File: src/rtl/seq_gen_pkg.sv
// Shared types, constants and width helpers for the seq_gen serial pattern transmitter.
package seq_gen_pkg;

  localparam int unsigned STATE_W = 2;
  localparam int unsigned REPS_W  = 4;

  localparam logic [STATE_W-1:0] S_IDLE  = 2'd0;
  localparam logic [STATE_W-1:0] S_SHIFT = 2'd1;
  localparam logic [STATE_W-1:0] S_GAP   = 2'd2;
  localparam logic [STATE_W-1:0] S_DONE  = 2'd3;

  // Canonical pattern recognised by the lab's detectors.
  localparam logic [3:0] PAT_1101 = 4'b1101;

  // Bits needed to hold a length of 0..width.
  function automatic int unsigned len_w(input int unsigned width);
    return $clog2(width + 1);
  endfunction

  // Bits needed for a down-counter holding 0..n-1 (at least one bit).
  function automatic int unsigned cnt_w(input int unsigned n);
    return (n < 2) ? 1 : $clog2(n);
  endfunction

endpackage

File: src/rtl/seq_gen_shreg.sv
// MSB-aligned loadable shift register with a bit down-counter; last_c flags the final bit.
module seq_gen_shreg
  import seq_gen_pkg::*;
#(
  parameter int unsigned WIDTH = 8,
  parameter int unsigned LEN_W = 4
) (
  input  logic             clk,
  input  logic             rst_n,
  input  logic             load,
  input  logic             shift,
  input  logic [WIDTH-1:0] load_data,
  input  logic [LEN_W-1:0] load_len,
  output logic             msb,
  output logic             last_c
);

  logic [WIDTH-1:0] sr_d, sr_q;
  logic [LEN_W-1:0] cnt_d, cnt_q;

  // Load takes priority over shift.
  always_comb begin
    sr_d  = sr_q;
    cnt_d = cnt_q;
    if (load) begin
      sr_d  = load_data;
      cnt_d = load_len;
    end else if (shift) begin
      sr_d  = sr_q << 1;
      cnt_d = cnt_q - LEN_W'(1);
    end
  end

  always_ff @(posedge clk or negedge rst_n) begin
    if (!rst_n) begin
      sr_q  <= '0;
      cnt_q <= '0;
    end else begin
      sr_q  <= sr_d;
      cnt_q <= cnt_d;
    end
  end

  assign msb    = sr_q[WIDTH-1];
  assign last_c = (cnt_q == LEN_W'(1));

endmodule

File: src/rtl/seq_gen.sv
// Serial pattern transmitter: sends a captured pattern MSB-first on w, optionally repeated.
// Repetitions and inter-pass gaps exist only when SEQ_GEN_REPEAT_EN is defined.
module seq_gen
  import seq_gen_pkg::*;
#(
  parameter int unsigned WIDTH = 8,
  parameter int unsigned GAP   = 2
) (
  input  logic                      Clock,
  input  logic                      Rn,
  input  logic                      start,
  input  logic [WIDTH-1:0]          pattern,
  input  logic [len_w(WIDTH)-1:0]   len,
  input  logic [REPS_W-1:0]         reps,
  output logic                      w,
  output logic                      busy,
  output logic                      done
);

  localparam int unsigned LEN_W = len_w(WIDTH);
  localparam int unsigned GAP_W = cnt_w(GAP);

  logic [STATE_W-1:0] state_d, state_q;
  logic [WIDTH-1:0]   pat_cap_d, pat_cap_q;
  logic [LEN_W-1:0]   len_cap_d, len_cap_q;
  logic               w_d, w_q;
  logic               busy_d, busy_q;
  logic               done_d, done_q;

  logic               sr_load_c;
  logic               sr_shift_c;
  logic [WIDTH-1:0]   sr_data_c;
  logic [LEN_W-1:0]   sr_len_c;
  logic               sr_msb;
  logic               sr_last_c;

  logic [LEN_W-1:0]   len_clamp_c;
  logic [WIDTH-1:0]   pat_align_c;

`ifdef SEQ_GEN_REPEAT_EN
  logic [REPS_W-1:0]  rep_cnt_d, rep_cnt_q;
  logic [GAP_W-1:0]   gap_cnt_d, gap_cnt_q;
`else
  logic               unused_reps_c;
  assign unused_reps_c = ^reps;
`endif

  // Clamp the length and left-align the pattern so bit len-1 lands in the MSB.
  always_comb begin
    len_clamp_c = (len > LEN_W'(WIDTH)) ? LEN_W'(WIDTH) : len;
    pat_align_c = pattern << (LEN_W'(WIDTH) - len_clamp_c);
  end

  seq_gen_shreg #(
    .WIDTH (WIDTH),
    .LEN_W (LEN_W)
  ) u_shreg (
    .clk       (Clock),
    .rst_n     (Rn),
    .load      (sr_load_c),
    .shift     (sr_shift_c),
    .load_data (sr_data_c),
    .load_len  (sr_len_c),
    .msb       (sr_msb),
    .last_c    (sr_last_c)
  );

  // Next-state, capture and shift-register control.
  always_comb begin
    state_d    = state_q;
    pat_cap_d  = pat_cap_q;
    len_cap_d  = len_cap_q;
    sr_load_c  = 1'b0;
    sr_shift_c = 1'b0;
    sr_data_c  = pat_cap_q;
    sr_len_c   = len_cap_q;
`ifdef SEQ_GEN_REPEAT_EN
    rep_cnt_d  = rep_cnt_q;
    gap_cnt_d  = gap_cnt_q;
`endif

    case (state_q)
      S_IDLE: begin
        if (start) begin
          pat_cap_d = pat_align_c;
          len_cap_d = len_clamp_c;
`ifdef SEQ_GEN_REPEAT_EN
          rep_cnt_d = reps;
`endif
          if (len_clamp_c == '0) begin
            state_d = S_DONE;
          end else begin
            state_d   = S_SHIFT;
            sr_load_c = 1'b1;
            sr_data_c = pat_align_c;
            sr_len_c  = len_clamp_c;
          end
        end
      end

      S_SHIFT: begin
        if (sr_last_c) begin
`ifdef SEQ_GEN_REPEAT_EN
          if (rep_cnt_q != '0) begin
            rep_cnt_d = rep_cnt_q - REPS_W'(1);
            // With no gap the next pass follows back-to-back from the captured copy.
            if (GAP == 0) begin
              sr_load_c = 1'b1;
            end else begin
              state_d   = S_GAP;
              gap_cnt_d = GAP_W'(GAP - 1);
            end
          end else begin
            state_d = S_DONE;
          end
`else
          state_d = S_DONE;
`endif
        end else begin
          sr_shift_c = 1'b1;
        end
      end

`ifdef SEQ_GEN_REPEAT_EN
      S_GAP: begin
        if (gap_cnt_q == '0) begin
          state_d   = S_SHIFT;
          sr_load_c = 1'b1;
        end else begin
          gap_cnt_d = gap_cnt_q - GAP_W'(1);
        end
      end
`endif

      S_DONE: state_d = S_IDLE;

      default: state_d = S_IDLE;
    endcase

    w_d    = (state_q == S_SHIFT) & sr_msb;
    busy_d = (state_q == S_SHIFT) || (state_q == S_GAP);
    done_d = (state_q == S_DONE);
  end

  always_ff @(posedge Clock or negedge Rn) begin
    if (!Rn) begin
      state_q   <= S_IDLE;
      pat_cap_q <= '0;
      len_cap_q <= '0;
      w_q       <= 1'b0;
      busy_q    <= 1'b0;
      done_q    <= 1'b0;
    end else begin
      state_q   <= state_d;
      pat_cap_q <= pat_cap_d;
      len_cap_q <= len_cap_d;
      w_q       <= w_d;
      busy_q    <= busy_d;
      done_q    <= done_d;
    end
  end

`ifdef SEQ_GEN_REPEAT_EN
  always_ff @(posedge Clock or negedge Rn) begin
    if (!Rn) begin
      rep_cnt_q <= '0;
      gap_cnt_q <= '0;
    end else begin
      rep_cnt_q <= rep_cnt_d;
      gap_cnt_q <= gap_cnt_d;
    end
  end
`endif

  assign w    = w_q;
  assign busy = busy_q;
  assign done = done_q;

endmodule

File: config.mk
export PLATFORM = sky130hd
export DESIGN_NAME = seq_gen
export DESIGN_NICKNAME = d
export VERILOG_FILES = /design/src/rtl/seq_gen_pkg.sv /design/src/rtl/seq_gen_shreg.sv /design/src/rtl/seq_gen.sv
export SDC_FILE = /design/constraint.sdc
export NUM_CORES = 1
export LEC_CHECK = 0
export CAP_MARGIN = 15
export CORE_MARGIN = 2
export CORE_UTILIZATION = 25
export DETAILED_ROUTE_END_ITERATION = 12
export HOLD_SLACK_MARGIN = 0.02
export PLACE_DENSITY_LB_ADDON = 0.25
export SLEW_MARGIN = 10
export SYNTH_ARGS = -nofsm -noshare
export SYNTH_HDL_FRONTEND = slang
export SYNTH_HIERARCHICAL = 1
export SYNTH_SLANG_ARGS = --single-unit
File: constraint.sdc
create_clock -name Clock -period 1.8 [get_ports Clock]
set_input_delay 0.18 -clock Clock [delete_from_list [all_inputs] [get_ports Clock]]
set_output_delay 0.18 -clock Clock [all_outputs]
set_load 0.01 [all_outputs]
# Word level (Yosys, flattened, before mapping)
# Index checks and enable logic that the tools add are counted.
[op_classes] addsub=2 magnitude_cmp=1 n_eq_ne=6 n_shift=1 n_mux=20 bitwise_logic=1 n_reduce_logical=6
[op_table] operator="8-bit two-way mux" n=5
[op_table] operator="4-bit two-way mux" n=6
[op_table] operator="8-bit by 4-bit left shift with 8-bit output" n=1
[op_table] operator="2-bit two-way mux" n=3
[op_table] operator="1-bit two-way mux" n=5
[op_table] operator="2-bit == test, second input constant" n=2
[op_table] operator="4-bit by 1-bit == test with 1-bit output, second input constant" n=1
[op_table] operator="4-bit > comparator, second input constant" n=1
[op_table] operator="4-bit logical NOT" n=1
[op_table] operator="2-bit != test, second input constant" n=2
[op_table] operator="2-bit one-hot mux with 2 select lines" n=1
[op_table] operator="2-bit AND reduction" n=2
[op_table] operator="4-bit by 1-bit subtractor with 4-bit output, second input constant" n=1
[op_table] operator="4-bit subtractor, first input constant" n=1
[op_table] operator="2-bit by 1-bit == test with 1-bit output, second input constant" n=1
[op_table] operator="2-bit logical NOT" n=1
[op_table] operator="2-bit nonzero test" n=1
[op_table] operator="1-bit bitwise AND" n=1
[op_table] operator="1-bit logical OR" n=1
[word_totals] regBits=29 out_inout_bits=3 word_cells=45

# Longest topological paths before layout
# Gate-level depths: netlist of run 1.
[logic_depth] ltp_word=8 mapped_depth=11 ltp_nobuf=9

# Modules after synthesis
# Netlist of run 1, hierarchy kept.
[modules_own_cells] module="seq_gen" n_inst=1 cells_per_inst=120 area_per_inst_um2=1194.9 seq_area_each_um2=425.4
[modules_own_cells] module="seq_gen_shreg" n_inst=1 cells_per_inst=57 area_per_inst_um2=609.3 seq_area_each_um2=300.3

# Worst setup path before layout of run 1
# No wires, ideal clock.
[synth_timing] path_kind="input -> register" from="input port len[0]" to="register u_shreg.sr_q[1]" setup_ps=133 arrival_time_ps=1834 t_required_ps=1667 setup_slack_ps=-168 cell_stages=10 n_path_buf=1 path_cell_list="nor2b_2 buf_6 inv_2 ha_1 or3b_4 nand3_2 inv_2 mux2_1 nand2_1 o21ai_0"
[synth_via] word_cells_on_any_way=13
[synth_rtl] item="from (decl)" line="seq_gen.sv:13" rtl="input logic [len_w(WIDTH)-1:0] len,"
[synth_rtl] item="4-bit > comparator" line="seq_gen.sv:50" rtl="len_clamp_c = (len > LEN_W'(WIDTH)) ? LEN_W'(WIDTH) : len;"
[synth_rtl] item="4-bit two-way mux *" line="seq_gen.sv:50"
[synth_rtl] item="4-bit logical NOT *" line="seq_gen.sv:90" rtl="if (len_clamp_c == '0) begin"
[synth_rtl] item="1-bit two-way mux *" line="seq_gen.sv:90"
[synth_rtl] item="1-bit two-way mux *" line="seq_gen.sv:84" rtl="if (start) begin"
[synth_rtl] item="1-bit two-way mux *" line="seq_gen.sv:82" rtl="case (state_q)"
[synth_rtl] item="via sr_load_c" line="seq_gen.sv:30" rtl="logic sr_load_c;"
[synth_rtl] item="8-bit two-way mux or 2-bit nonzero test (tied branches)"
[synth_rtl] item="to (signal assigned)" line="seq_gen_shreg.sv:39" rtl="sr_q <= sr_d;"
[synth_rtl] item="to (decl)" line="seq_gen_shreg.sv:18" rtl="logic [WIDTH-1:0] sr_d, sr_q;"
# Mark *: on every way through the listed nets, which the timed path passes. The rest lies on a longest branch.
# A chain may end at the register's enable or synchronous reset.

# Final worst setup path of run 1
[layout_timing] from="input port len[0]" to="register u_shreg.sr_q[3]"
[layout_via] elab_chain_len=8 word_cells_on_any_way=13
[layout_rtl] item="4-bit > comparator" line="seq_gen.sv:50"
[layout_rtl] item="4-bit two-way mux *" line="seq_gen.sv:50"
[layout_rtl] item="4-bit subtractor" line="seq_gen.sv:51" rtl="pat_align_c = pattern << (LEN_W'(WIDTH) - len_clamp_c);"
[layout_rtl] item="8-bit by 4-bit left shift with 8-bit output" line="seq_gen.sv:51"
[layout_rtl] item="8-bit two-way mux *" line="seq_gen.sv:90"
[layout_rtl] item="8-bit two-way mux *" line="seq_gen.sv:84"
[layout_rtl] item="8-bit two-way mux *" line="seq_gen.sv:82"
[layout_rtl] item="via sr_data_c[3]" line="seq_gen.sv:32" rtl="logic [WIDTH-1:0] sr_data_c;"
[layout_rtl] item="8-bit two-way mux *" line="seq_gen_shreg.sv:25" rtl="if (load) begin"
# Marks and branches as above.

==> metrics.yaml, run 1 <==
netlist_instances: 177
switching_share_pct: 33.96
holdCritPathClass: "in -> async"
cts.clk_slew.worst_paths_ns: 0.06
die_w_um: 88.95
yosysMostFrequentCell: "nand2_1"
antennaDiodeCount: 0
internal-power_mw: 2.019
fin_cells: 322
top_layer: "met4"
postCtsHoldBufs: 0
critPathLaunchType: "input port"
syn_area_per_cell_um2: 10.19
slew_violations: 0
synth_top_family_by_area: "multiplexers"
dr.pass1.iters: 4
synth_ff_type: "dfrtp_1"
clock_latency_ns: 0.27
final.setup.tns_ns: 0
p_per_area_nw_per_um2: 1267
rrSetupSlack_ns: 0.15
tritoncts: "yes"
cts_made_buffers: 5
synth_top_area_cell: "dfrtp_1"
drt-vias-per-instance: 4.345
cap_violations: 0
yosys-top-cells-count: "nand2_1, dfrtp_1, o21ai_0"
wl_met3_um: 108
timing.final.crit_share_pct: 96.42
yosys_warnings: 6
netlist.area_leader.share_pct: 40.22
met1_length_um: 1726
peakVddDrop_mv: 0.2993
drtIter0Drc: 64
synth_fp_nets: 202
h-tree-depth: 2
endpoint: "u_shreg/sr_q[3]$_DFFE_PN0P_"
synth-compound-area-share_pct: 14.29
start_util_pct: 26.12
finClkSkew_ns: 0.002792
die_height_um: 88.95
r2r_end: "u_shreg/cnt_q[3]$_DFFE_PN0P_"
cts_num_sinks: 29
p_comb_share_pct: 47.5
grt_pass1_wl_um: 6306
finalNetCount: 251
finalPower_mw: 3.057
portBuffers: 17
nFillCells: 731
p_leak_nw: 1.077
dp_hpwl_um: 2820
whs_ns: 0.2887
synthMuxAreaShare_pct: 17.06
pwr-share-seq_pct: 35.3
grt_max_degree: 30
r2r_cells: 6
crit_start: "len[0]"
drc: 0
crit_path_max_fanout: 7
drive_gt1_share_pct: 30.53
cts_root_buf: "clkbuf_8"
ant_nets: 0
relSlewSlack_pct: 75.15
grt_antenna_before_repair: 0
wl_met2_um: 1695
post-route-util_pct: 34.95
r2r-start: "state_q[1]$_DFFE_PN0P_"
setup_viol: 0
arrival_ns: 1.89
worst-setup-path-type: "in -> reg"
critPathRequiredTime_ns: 1.95
p_sw_mw: 1.038
dieArea_um2: 7912
grt_usage_pct: 10.61
synth.yosys.seq_area_share_pct: 40.22
core-area_um2: 6907
synth.distinct_cells: 45
syn_area_um2: 1804
cts_max_path_buffers: 2
worst_slew_pin_slew_ns: 0.3727
status: "completed"
syn_to_final_growth_pct: 33.77
synth-simple-area-share_pct: 15.26
dp_cells: 312
synth-seq-cells: 29
routabilityCongestion: 0.7638
grt_remaining_overflow: 0
min_period_ns: 1.736
rows: 30
detail_route.wirelength_um: 3565
max_freq_ghz: 0.5762
synth-xor-area-share_pct: 1.942
pwr-share-clk_pct: 17.2
finalHoldViolCount: 0
via_count: 1399
synth-edff-count: 0
yosys-top-cells-area: "dfrtp_1, mux2i_1, nand2_1, o21ai_0, ha_1"
grt_pass1_vias: 1352
synthAdderAreaFrac_pct: 4.161
routedWlPerCell_um: 11.07
ys_async_sr_fraction_pct: 100.0
io_pins: 22
end_kind: "flip-flop"
==> metrics by stage <==
| stage | instance area [µm²] | setup WS, ns |
|---|---|---|
| 6_report | 2414 | 0.06448 |
| 5_1_grt | 2414 | -0.001102 |
| 4_1_cts | 2380 | 0.02844 |
| 3_5_place_dp | 2268 | -0.5276 |
| 3_3_place_gp | 2268 | -0.5166 |
| 2_1_floorplan | 1827 | -0.04164 |
==> worst max-delay path, cell delays in order <==
cell and delay [ns]:
dlygate4sd2_1 0.21, nor2b_4 0.19, inv_6 0.04, ha_4 0.33, mux2i_2 0.24, nand2_1 0.10, and3_1 0.21, mux2_4 0.25
nand2_1 0.06, o21ai_0 0.07
==> metal layers <==
metal | global-route usage [%] | up-vias
li1 | - | 717
met1 | 13.99 | 654
met2 | 16.55 | 26
met3 | 2.770 | 2
met4 | 4.478 | 0
met5 | 0 | -
==> cell type report <==
class	count	area (µm²)	share of cell area [%]
sequential	29	725.7	30.07
timing repair buffer	50	422.9	17.52
multi-input combinational	129	1010	41.84
clock buffer	7	86.33	3.577
tap	96	120.1	4.977
inverter	11	48.80	2.022
==> state kept, by name, summed over array words and instances, names as in the netlist <==
name / flops
pat_cap_q: 8
u_shreg/sr_q: 8
len_cap_q: 4
u_shreg/cnt_q: 4
state_q: 2
busy: 1
done: 1
w: 1
==> logic make-up after synthesis <==
family / after synthesis
and+or+nand+nor: 53
AOI/OAI and AO/OA: 41
DFF: 29
muxes: 25
buffers and inverters: 19
adders and majority gates: 6
xor gates and xnor gates: 4
==> cell usage in the layout (no fill, tap or decap), types with 4 or more instances in the layout <==
cell and instances:
buf_4 32, mux2_2 6, clkbuf_8 6, clkdlybuf4s50_1 14, nand2_1 29, ha_1 5
mux2i_1 10, o21bai_1 4, o21ai_1 4, o21ai_0 19, dfrtp_1 29, inv_1 9
==> worst min-delay path by stage <==
stage / start / end / cells past startpoint
floorplan: Rn / busy$_DFF_PN0_ / 0
global placement: pat_cap_q[4]$_DFFE_PN0P_ / pat_cap_q[4]$_DFFE_PN0P_ / 2
finish: Rn / len_cap_q[3]$_DFFE_PN0P_ / 2
CTS: Rn / done$_DFF_PN0_ / 2
global route: Rn / pat_cap_q[3]$_DFFE_PN0P_ / 2
detailed placement: pat_cap_q[5]$_DFFE_PN0P_ / pat_cap_q[5]$_DFFE_PN0P_ / 2
==> timing repair <==
item,CTS,global route
resized for setup,6,9
buffers inserted,2,1
pin swaps,3,2
cloned,0,0
endpoints found under the setup margin,15,8
==> power groups by stage <==
stage	Combinational [mW]	Clock [mW]	Sequential (mW)
4_1_cts	1.43	0.551	1.09
5_1_grt	1.64	0.589	1.13
3_5_place_dp	1.42	0	1.10
3_3_place_gp	1.41	0	1.10
2_1_floorplan	0.974	0	1.09
6_report	1.45	0.525	1.08
(Power assumes the default switching activity.)
==> run 2, diff against run 1 <==
CAP_MARGIN = default   (was 15)
==> results of run 2 <==
The final DEF is identical to that of run 1; final timing and power are the same.
==> patch 1: new RTL, settings of run 1 <==
`sr_q` no longer has a reset.
--- a/src/rtl/seq_gen_shreg.sv
+++ b/src/rtl/seq_gen_shreg.sv
@@ -33,12 +33,14 @@
 
   always_ff @(posedge clk or negedge rst_n) begin
     if (!rst_n) begin
-      sr_q  <= '0;
       cnt_q <= '0;
     end else begin
-      sr_q  <= sr_d;
       cnt_q <= cnt_d;
     end
+  end
+
+  always_ff @(posedge clk) begin
+    sr_q <= sr_d;
   end
 
   assign msb    = sr_q[WIDTH-1];
Check against the original RTL: same outputs for any inputs over 10 cycles, from zero or initial values; that may be too few to reach the edited logic, so the function may still have changed.
==> patch 1 against run 1 <==
  * Final cell count is 4.7% lower
  * Wire length rose by 6.4%
  * Setup slack worse by 0.12 ns
  * The flow now finishes with violations (setup timing)
  * Total power increased by 4.5%
  * Largest cell class unchanged
  * Area after synthesis decreased by 1.4%
  * Sequential cell count stayed put
  * Die area decreased by 1.3%
  * Synthesized cell count fell by 9.0%
  * Cell area rose by 0.73%
==> patch 1: results (changes against run 1) <==
run status -> finished with violations
violated checks -> setup timing
Syn Nets -> 186 (-7.9%)
Final Skew -> 0.00460 ns (+0.00180 ns)
Slowest-stage cell, CP -> mux4_2
Peak VDD IR -> 0.388 mV (+30%)
final setup fails -> 3 (+3)
Largest stage delay, worst path -> 0.53 ns (+0.20 ns)
largest cells by area after synthesis -> dfrtp_1, edfxtp_1, mux2_2
Post-synth ARST share -> 72.4% (-28 points)
post-synth cell types -> 46 (+2.2%)
sequential share of the synthesized area -> 43.0% (+2.8 points)
fillers -> 724 (-0.96%)
number of synthesized flops with an enable pin -> 8 (+8)
Top Family by Delay on Critical Path -> multiplexers
DRT iter0 DRCs -> 30 (-53%)
layout cells sized above 1 -> 38.4% (+7.9 points)
setup ws final -> -0.0585 ns (-0.123 ns)
final net count -> 235 (-6.4%)
setup TNS -> -0.0972 ns (-0.0972 ns)
Leakage -> 0.00105 uW (-2.5%)
Detail Placement HPWL -> 2870 um (+1.6%)
pin count of the biggest net entering global routing -> 22 (-27%)
WL/cell -> 12.4 um (+12%)
Max Fanout on Critical Path -> 6 (-1)
GR Util All Layers -> 11.0% (+0.38 points)
worst slack, placed -> -0.833 ns (-0.306 ns)
first-pass GRT wire length -> 6430 um (+2.0%)
Worst setup startpoint -> len[3]
patch 1: path summary, 6_finish.rpt:
path,slack [ns],cells after the start,end
max reg2reg,0.10,6,u_shreg/sr_q[1]
min in group Clock,0.34,5,len_cap_q[1]
max,-0.06,8,u_shreg/sr_q[6]
max in group asynchronous,1.30,2,pat_cap_q[7]
min reg2reg,0.46,1,w
min,0.26,2,busy
patch 1: power breakdown:
part | switching (uW) | internal, uW
combinational | 680 | 813
sequential | 132 | 1050
clock | 250 | 267
total | 1060 | 2130
patch 1: logic make-up (layout without fill, tap and decap cells):
kind of cell	after synthesis	after routing	share of synthesized area, %
AO/OA/AOI/OAI	33	33	12.2
XOR/XNOR	4	4	1.97
adder cells (fa/ha/maj)	6	6	4.22
buffers and inverters	18	68	6.61
flip-flops	29	29	43.0
multiplexers	25	25	17.8
AND/OR/NAND/NOR	46	46	14.1
patch 1: metal layers:
layer | GRT usage, % | up-vias | share of wire (%)
li1 | - | 668 | -
met1 | 13.9 | 625 | 48
met2 | 17.7 | 23 | 46
met3 | 2.80 | 6 | 3.3
met4 | 4.96 | 0 | 2.1
met5 | 0 | - | 0
patch 1: area by class of cell:
cell class	count	area share, %
sequential	29	31.5
multi-input combinational	114	41.0
tap	96	4.94
clock buffer	6	2.99
inverter	11	2.01
clock inverter	2	0.412
timing repair buffer	49	17.1
patch 1: what timing repair did:
item,CTS,global route
resized for setup,21,10
pin swaps,3,4
cloned,0,0
setup endpoints to repair,28,12
setup buffers,3,0
patch 1: through the flow:
stage               cells  area (um2)  hold WS, ns
floorplan             161        1820       -0.116
global placement      296        2250        0.442
detailed placement    296        2250        0.453
CTS                   307        2380        0.269
global route          307        2430        0.285
finish                307        2430        0.260
==> patch 2: new RTL, flow settings as in run 1 <==
Made on the original files. Build with the macro `SEQ_GEN_REPEAT_EN` defined.
--- a/src/rtl/seq_gen.sv
+++ b/src/rtl/seq_gen.sv
@@ -1,5 +1,7 @@
 // Serial pattern transmitter: sends a captured pattern MSB-first on w, optionally repeated.
 // Repetitions and inter-pass gaps exist only when SEQ_GEN_REPEAT_EN is defined.
+`define SEQ_GEN_REPEAT_EN
+
 module seq_gen
   import seq_gen_pkg::*;
 #(
Check against the original RTL: not equivalent (Yosys sat finds a counterexample within 4 cycles, from zero or initial values).
==> patch 2 against run 1 <==
  * Final cell count increased by 21%
  * Area after synthesis increased by 18%
  * Via count increased by 23%
  * First-iteration DRC count increased by 4.7%
  * Utilization increased by 1.2 points
  * Cell area increased by 23%
  * Sequential cell count increased by 5
  * Synthesized cell count increased by 24%
  * Total power increased by 37%
  * Clock power increased by 10%
  * Wire length increased by 24%
  * Count of clock-buffer cells in the layout unchanged
  * Sequential share of layout area decreased by 1.4 points
  * Setup slack improved by 0.026 ns
  * Critical path type unchanged
  * Critical endpoint is now u_shreg/sr_q[5]
==> patch 2: results (changes against run 1) <==
Clock power frac -> 13.8% (-3.4 points)
first-pass GRT wire length -> 7970 um (+26%)
Top Family by Delay on Critical Path -> buffers and inverters
layout cells sized above 1 -> 31.7% (+1.2 points)
Worst EP arrival -> 1.91 ns (+0.02 ns)
port buffer count -> 21 (+4)
PwrDens -> 1420 mW/mm2 (+12%)
R2R Path End -> u_shreg/sr_q[5]
Largest stage delay, worst path -> 0.47 ns (+0.14 ns)
Max Fanout on Critical Path -> 3 (-4)
Resized cells post-CTS -> 15 (+9)
DRT iter0 DRCs -> 67 (+4.7%)
Slowest-stage cell, CP -> clkdlybuf4s50_1
pin count of the biggest net entering global routing -> 22 (-27%)
post-synth cell types -> 47 (+4.4%)
Worst setup startpoint -> len[2]
Slew @ Worst Pin -> 0.451 ns (+0.0781 ns)
worst slack, placed -> -0.542 ns (-0.0147 ns)
final net count -> 311 (+24%)
Final period util -> 95.0% (-1.4 points)
Peak VDD IR -> 0.445 mV (+49%)
GR Util All Layers -> 11.0% (+0.39 points)
cell area after layout -> 0.00297 mm2 (+23%)
routability cong. -> 0.783 (+2.5%)
hold buffers post-CTS -> 1 (+1)
sequential group power -> 1340 uW (+24%)
fillers -> 817 (+12%)
DRT Wirelength -> 4410 um (+24%)
WL/cell -> 11.3 um (+2.3%)
Detail Placement HPWL -> 3510 um (+24%)
Final Skew -> 0.00506 ns (+0.00227 ns)
DP Area -> 0.00278 mm2 (+23%)
Leakage -> 0.00132 uW (+22%)
drt via density -> 4.44 (+2.2%)
flop-to-flop setup slack -> 0.12 ns (-0.03 ns)
run status -> finished, final reports clean
==> patch 2: cell types whose count changed after synthesis, moves of 4 or more <==
cell	run 1	this run
nor2b_1	1	5
nand2_1	32	36
clkbuf_8	4	0
clkbuf_1	1	6
dfrtp_1	29	34
o21ai_0	21	27
nand2b_1	2	6
mux2_2	6	10
==> patch 2: worst min path at each step <==
stage | start | end | slack [ns] | cells after the start
4_1_cts | Rn | rep_cnt_q[3] | 0.39 | 2
3_3_place_gp | Rn | u_shreg/sr_q[5] | 0.16 | 1
3_5_place_dp | Rn | u_shreg/sr_q[5] | 0.15 | 1
2_1_floorplan | Rn | busy | -0.12 | 0
5_1_grt | Rn | u_shreg/sr_q[0] | 0.42 | 2
6_report | Rn | u_shreg/sr_q[0] | 0.38 | 2
==> patch 2: layout make-up <==
type / count / area share (%)
Multi-Input combinational cell: 163 / 42.7
Sequential cell: 34 / 28.7
Timing Repair Buffer: 67 / 19.3
Inverter: 12 / 1.77
Clock buffer: 7 / 2.91
Clock inverter: 1 / 0.169
Tap cell: 105 / 4.42
==> patch 2: cells by family (layout without fill, tap and decap cells) <==
logic type | after synthesis | after routing | share of synthesized area [%]
buffers and inverters | 22 | 87 | 4.94
DFF | 34 | 34 | 40.0
muxes | 27 | 27 | 15.2
adders and majority gates | 9 | 9 | 5.30
AOI/OAI and AO/OA | 55 | 55 | 16.5
and+or+nand+nor | 68 | 68 | 16.4
xor gates and xnor gates | 4 | 4 | 1.65
==> patch 2: metal layers <==
metal,GRT usage (%),wire length [um],vias to the layer above
li1,-,-,900
met4,3.57,61,0
met3,2.11,93,5
met5,0,0,-
met1,14.9,2190,802
met2,17.5,2060,20
